File: config.mk
export PLATFORM = sky130hd
export DESIGN_NAME = seg_scan_driver
export DESIGN_NICKNAME = d
export VERILOG_FILES = /design/src/rtl/seg_scan_driver.sv
export SDC_FILE = /design/constraint.sdc
export NUM_CORES = 1
export LEC_CHECK = 0
export CORE_MARGIN = 5
export CORE_UTILIZATION = 29
export CTS_CLUSTER_SIZE = 30
export DETAILED_ROUTE_END_ITERATION = 6
export GPL_TIMING_DRIVEN = 0
export SLEW_MARGIN = 20
export SYNTH_ARGS = -nofsm -noshare
export SYNTH_HDL_FRONTEND = slang
export SYNTH_SLANG_ARGS = --single-unit
export TNS_END_PERCENT = 100
File: constraint.sdc
create_clock -name clk -period 2.04 [get_ports clk]
set_input_delay 0.408 -clock clk [delete_from_list [all_inputs] [get_ports clk]]
set_output_delay 0.408 -clock clk [all_outputs]
set_load 0.03 [all_outputs]
File: src/rtl/seg_scan_driver.sv
// Time-multiplexed scanner for a DIGITS-digit 7-segment display with a double-buffered value.
// Optional leading-zero blanking is compiled in when SEG_LZ_BLANK_EN is defined.
module seg_scan_driver #(
  parameter int CLK_DIV = 100000,
  parameter int DIGITS  = 4
) (
  input  logic                  clk,
  input  logic                  rst_n,
  input  logic                  wr_en,
  input  logic [4*DIGITS-1:0]   wr_data,
  input  logic [DIGITS-1:0]     dp_mask,
  output logic                  pend_full,
  output logic [3:0]            hex,
  output logic                  dp,
  output logic [DIGITS-1:0]     an
);

  localparam int W  = 4 * DIGITS;
  localparam int PW = (CLK_DIV > 1) ? $clog2(CLK_DIV) : 1;
  localparam int IW = (DIGITS > 1) ? $clog2(DIGITS) : 1;
  localparam logic [PW-1:0] PRE_MAX = PW'(CLK_DIV - 1);
  localparam logic [IW-1:0] IDX_MAX = IW'(DIGITS - 1);

  logic [PW-1:0] pre;
  logic [IW-1:0] idx;
  logic [IW-1:0] idx_next;
  logic          tick;
  logic          boundary;
  logic [W-1:0]  disp;
  logic [W-1:0]  pend;
  logic [W-1:0]  disp_next;
  logic          slot_blank;

  assign tick      = (pre == PRE_MAX);
  assign boundary  = tick && (idx == IDX_MAX);
  assign idx_next  = (idx == IDX_MAX) ? '0 : idx + 1'b1;
  // Value the display holds after this edge; outputs are built from it so the
  // first slot of a frame already shows a freshly committed value.
  assign disp_next = (boundary && pend_full) ? pend : disp;

`ifdef SEG_LZ_BLANK_EN
  logic [DIGITS-1:0] blank;
  logic              hi_zero;

  // Digit k is blank when it and every more significant nibble are zero.
  always_comb begin
    blank   = '0;
    hi_zero = 1'b1;
    for (int k = DIGITS - 1; k >= 1; k--) begin
      hi_zero  = hi_zero && (disp_next[4*k +: 4] == 4'h0);
      blank[k] = hi_zero;
    end
  end

  assign slot_blank = blank[idx_next];
`else
  assign slot_blank = 1'b0;
`endif

  always_ff @(posedge clk or negedge rst_n) begin
    if (!rst_n) begin
      pre <= '0;
    end else if (tick) begin
      pre <= '0;
    end else begin
      pre <= pre + 1'b1;
    end
  end

  always_ff @(posedge clk or negedge rst_n) begin
    if (!rst_n) begin
      idx <= IDX_MAX;
    end else if (tick) begin
      idx <= idx_next;
    end
  end

  // A write in the boundary cycle lands in pend after the old value commits,
  // so pend_full stays set in that case.
  always_ff @(posedge clk or negedge rst_n) begin
    if (!rst_n) begin
      disp      <= '0;
      pend      <= '0;
      pend_full <= 1'b0;
    end else begin
      disp <= disp_next;
      if (wr_en) begin
        pend      <= wr_data;
        pend_full <= 1'b1;
      end else if (boundary) begin
        pend_full <= 1'b0;
      end
    end
  end

  always_ff @(posedge clk or negedge rst_n) begin
    if (!rst_n) begin
      hex <= 4'h0;
      dp  <= 1'b0;
      an  <= '1;
    end else if (tick) begin
      if (slot_blank) begin
        hex <= 4'h0;
        dp  <= 1'b0;
        an  <= '1;
      end else begin
        hex <= disp_next[{idx_next, 2'b00} +: 4];
        dp  <= dp_mask[idx_next];
        an  <= ~(DIGITS'(1) << idx_next);
      end
    end
  end

endmodule
## Yosys cells after proc, flatten, opt, wreduce, memory -nomap -nowiden

Index checks and enable logic that the tools add are counted.

- Flip-flop bits (word level): 61
- Input port bits: 23
- Output and inout port bits: 10

- Add/sub/neg operators: 2
- Order comparisons: 1
- Equality and inequality tests: 2
- Shift-type cells: 2
- Mux-type cells: 7
- Bitwise logic cells: 1
- Reduce and logical (&&, ||, !) cells: 3

Operators by type and width:

| cell | count |
|---|---|
| $add A17 B1 Y17 const B | 1 |
| $eq A17 B17 Y1 const B | 1 |
| $mux W17 | 1 |
| $mux W16 | 1 |
| $shiftx A16 B5 Y4 | 1 |
| $not A4 Y4 | 1 |
| $shl A1 B2 Y4 const A | 1 |
| $lt A2 B3 Y1 const B | 1 |
| $mux W1 | 3 |
| $add A2 B1 Y2 const B | 1 |
| $bmux W1 S2 | 1 |
| $eq A2 B2 Y1 const B | 1 |
| $logic_and A1 B1 Y1 | 2 |
| $mux W2 | 1 |
| $reduce_bool A2 Y1 | 1 |

## Longest topological paths before layout

- Depth in word-level cells: 5
- Depth in mapped cells: 8

## Worst setup path before layout

OpenSTA, ideal clock, no wires.

- Path type: reg2reg
- Start point: register pre[0]
- End point: register disp[0]
- Arrival time: 1.647 ns
- Required time: 1.915 ns
- Slack: 0.268 ns
- Stages on the path, launching flop included: 7
- Path buffers: 1
- Clock period less this slack: 1.772 ns
- Cells stage by stage: dfrtp_1 ha_1 and4_1 and4_4 nand3_2 buf_6 mux2_4

- Cells in the longest elaborated chain, start to end: 4

Ends and longest elaborated chain:

| what | RTL line | RTL |
|---|---|---|
| from (decl) | 24 | `logic [PW-1:0] pre;` |
| from (signal assigned) | 66 | `pre <= pre + 1'b1;` |
| $eq A17 B17 Y1 | 34 | `assign tick = (pre == PRE_MAX);` |
| $logic_and A1 B1 Y1 | 35 | `assign boundary = tick && (idx == IDX_MAX);` |
| $logic_and A1 B1 Y1 | 39 | `assign disp_next = (boundary && pend_full) ? pend : disp;` |
| $mux W16 | 39 |  |
| via disp_next[0] | 31 | `logic [W-1:0] disp_next;` |
| to (signal assigned) | 86 | `disp <= disp_next;` |
| to (decl) | 29 | `logic [W-1:0] disp;` |

The timed path passes the listed nets, and every way through them passes these cells.
A chain may end at the register's enable or synchronous reset.

## Worst setup path in the final report

- Start point: register an[0]
- End point: output port an[0]

RTL lines:

| what | RTL line | RTL |
|---|---|---|
| from (decl) | 15 | `output logic [DIGITS-1:0] an` |
| from (signal assigned) | 109 | `an <= ~(DIGITS'(1) << idx_next);` |

No word-level cell between the ends.

==> results.md <==
- Of all cell types, the one taking the most synthesized area is dfrtp_1.
- The maximum frequency from static timing analysis is 0.512 GHz.
- In the layout the commonest cells are dfrtp_1 (55), clkdlybuf4s50_1 (29), nor2_1 (17).
- The clock-pin slew on the worst setup and hold paths is ~0.07 ns.
- In the final layout, the share of cells above drive strength 1 is about 24%.
- The height of the chip is 108 µm.
- The critical path starts at an[0].
- Leaving out fill and tap cells, the most frequent cell in the layout is dfrtp_1.
- The die extent in x is 108 µm.
- The total DRC errors in the routed layout is 0.
- The largest fanout on the critical path is 2.
- The prevailing post-synth register cell is dfrtp_1.
- The clock skew after layout is 0.0112 ns.
- The clock tree synthesis step divided the H-tree into 3 levels.
- For met3 alone, demand over resource in global routing was 5.07%.
- In this run the critical register-to-register path is captured at disp[4].
- The post-detailed-route wirelength per cell is ~14 µm.
- Entering global routing, the biggest net connects a little over 50 pins.
- Among all stages on the critical path, the largest delay is contributed by clkdlybuf4s50_1.
- The global-route wire length before repair is between 9000 and 10,000 µm.
- The run finished with clean final reports.
- Hold is met by 0.461 ns.
- STA classifies the critical path startpoint as a flop.
- The proportion of synthesized chip area in sequential cells is between 50% and 60%.
- For this block, the routed nets add up to 5560 µm of wire.
- Traced cell by cell, the critical path runs through clkdlybuf4s50_1.
- For this design the ratio of total power to cell area is 662 nW/µm².
- The detailed-placement wirelength estimate is 3980 µm.
- In this design, the stage delay of the slowest critical-path cell is roughly 0.67 ns.
- The number of enable-type register cells in the synthesized netlist is 0.
- Once detail routing completed, the nets flagged for antenna violations numbered 0.
- Counting every sink on the clock net gives 61.
- By startpoint and endpoint, the worst setup path is classified as reg -> out.
- The number of buffer and inverter stages on the critical path is 1.
- STA classifies the critical path endpoint as a primary output.
- Summing over every cut layer, the via total after detailed routing is 1,826.
- At the later pin of the worst-skew pair, clock insertion delay measures 0.34 ns.
- The number of cells on the worst reg-to-reg path is 6.
- The setup slack of the critical path after layout is around 0.088 ns.
- At the worst endpoint, the required time is 1.63 ns.
- After synthesis, the cell types taking the most area are dfrtp_1 (49%), mux2_4 (8.6%), mux2_2 (6.4%), dfstp_2 (5.6%), xnor2_1 (2.8%).
- The number of placed instances, taps included, is approximately 390.
- For this run, global-route usage on met2 was measured as 16.2%.
- The via count normalized by instance count is between 4 and 5.
- The kind of cell adding the most delay to the critical path is buffers and inverters.
- The number of nets in the finished design is 299.
- The headroom to the max-slew limit is a little over three fifths.
- After filler insertion, the fill cell instance count of the layout stands at 933.
- The global placer's final weighted congestion is 0.797.
- The count of endpoints failing setup in the final report is 0.
- The final-report hold violation count is 0.
- The total leakage power is between 1 and 1.5 nW.
- For the final routed database, the setup TNS stands at 0 ns.
- The synthesized area divided by synthesized cell count is 12.3 µm².
- The critical path capture point is an[0].
- The Yosys step of the flow raised 0 warnings.
- The area of the mapped netlist is 2800 µm².
- The number of distinct library cells after synthesis is 33.
- The register area is 1530 µm².
- Cells fill 37.3% of the core in the end.
- For this configuration, the core starts out at a cell density of 30.1%.
- For the pin with the worst max-slew slack, the measured transition is 0.550 ns.
- The repair_antennas step left the layout with diodes totalling 0.
- The total of max-cap violations is 0.
- The final count of pins violating max slew is 0.
- The via count of the first global-routing pass came to 1,879.
- The root buffer cell chosen for the clock tree is clkbuf_8.
- The async set-or-reset flop fraction in the synthesized netlist is 100%.
- The number of iterations in the first detailed-routing pass is 4.
- After global routing the overflow that remains totals 0.
- In the global route stage, overall resource usage came out at between 10% and 20%.
- The cell count after synthesis is between 200 and 250.
- The area of the die is between 10,000 and 15,000 µm².
- The class of the most critical hold timing path is in -> async.
- The startpoint identified for the worst register-to-register timing path is pre[0].
- Global routing consumed, on the met1 layer, 13.0% of the routing resources.
- The worst-case setup slack after placement is roughly 0.012 ns.
- For the finished layout, the period the worst path requires is 1.95 ns.
- The total I/O pin count is 33.
- The register-to-register setup slack is roughly 0.10 ns.
- Of the post-synthesis cell area, the dominant cell type holds 49.1%.
- The number of antenna violations at the first check in global routing came to 0.
- The non-filler instance count after layout is 403.
- The area added between synthesis and finish is 24.1%.
- VDD sags by at most between 0.2 and 0.3 mV.
- Of the available clock period, the critical path in the final layout requires 95.7%.
- The data arrival time of the critical path is 1.54 ns.
- The cell depth of the worst setup path is 1.
- The clock passes through at most 2 buffers.
- The region available for standard cell placement spans 9330 µm².
- The number of clock buffers added by TritonCTS is 9.
- TritonCTS built the clock tree.
- In this run, the number of DRC markers left after iteration 0 of detailed routing was 57.
- The post-synthesis net count is 256.
- The site row count is 35.
- The most utilized layer in the global route result is met2.
- The number of storage elements in the synthesis netlist is 61.
- The multi-input logic area is 1210 µm².
- The number of buffer cells added on primary ports is 31.
- Setup repair after global routing left no endpoint under its margin.
-- worst register-to-register path: stages (launching register included) --
cell	delay (ns)
dfrtp_1	0.39
ha_1	0.25
and4_1	0.32
and4_4	0.29
nand3_2	0.10
buf_6	0.18
mux2_4	0.30
-- state kept, by name (all words and copies together) (netlist names) --
name / flops
an: 4
disp: 16
dp: 1
hex: 4
idx: 2
pend: 16
pend_full: 1
pre: 17
-- worst min path at each step --
stage / startpoint / end / slack [ns] / cells after the start
after floorplan: rst_n / disp[0] / 0.11 / 0
after global routing: rst_n / pre[4] / 0.46 / 2
final: rst_n / pre[4] / 0.46 / 2
after detailed placement: rst_n / pre[4] / 0.27 / 1
after CTS: rst_n / pre[4] / 0.45 / 2
after global placement: dp / dp / 0.46 / 2
-- power breakdown --
group,switching [W],internal [W],total (W),leakage [nW]
registers,0.0000212,0.00124,0.00126,0.769
logic,0.0000419,0.0000723,0.000114,0.631
clock network,0.000436,0.000489,0.000925,0.0881
-- cell type report --
class / count / share of cell area [%]
timing repair buffer: 33 / 10.0
inverter: 4 / 0.432
clock buffer: 12 / 4.46
tap: 129 / 4.64
multi-input combinational: 154 / 34.7
buffer: 8 / 1.40
sequential: 61 / 44.1
clock inverter: 2 / 0.288
-- synth_stat cells, types with 2 or more instances --
cell type / count
dfrtp_1: 55
nor2_1: 18
mux2_2: 16
mux2_4: 16
nand2_1: 16
o21ai_0: 12
nand3_1: 9
xnor2_1: 9
a21oi_1: 8
nand4_1: 7
dfstp_2: 6
xor2_1: 6
and2_1: 5
ha_1: 5
nor3_1: 5
clkbuf_1: 4
inv_1: 4
o22ai_1: 4
o31ai_1: 4
and4_1: 2
buf_2: 2
buf_6: 2
nor4b_4: 2
o21ai_1: 2
-- cell families (layout without fill, tap and decap cells) --
logic type / Yosys count / after routing / share of synthesized area [%]
adder cells (fa/ha/maj): 5 / 5 / 2.23
XOR/XNOR: 15 / 15 / 4.69
buffers and inverters: 13 / 59 / 2.36
AO/OA/AOI/OAI: 31 / 31 / 6.16
flip-flops: 61 / 61 / 54.7
AND/OR/NAND/NOR: 70 / 70 / 14.1
multiplexers: 33 / 33 / 15.8
-- through the flow --
stage / total power, W / cell area (µm²)
after floorplan: 0.00132 / 2800
after global placement: 0.00139 / 3280
after detailed placement: 0.00140 / 3300
after CTS: 0.00235 / 3470
after global routing: 0.00243 / 3480
final: 0.00230 / 3480
-- metal layers --
metal | vias to the layer above | part of all wire [%]
li1 | 888 | -
met2 | 33 | 46
met4 | 0 | 1.4
met3 | 7 | 4.5
met5 | - | 0
met1 | 898 | 48
-- repair_timing --
item,in CTS,in global routing
hold buffers,1,0
hold endpoints to repair,8,0
resized for setup,0,4
setup endpoints to repair,1,9
buffers inserted,0,0
Note: power is estimated with default switching activity, not from simulation.
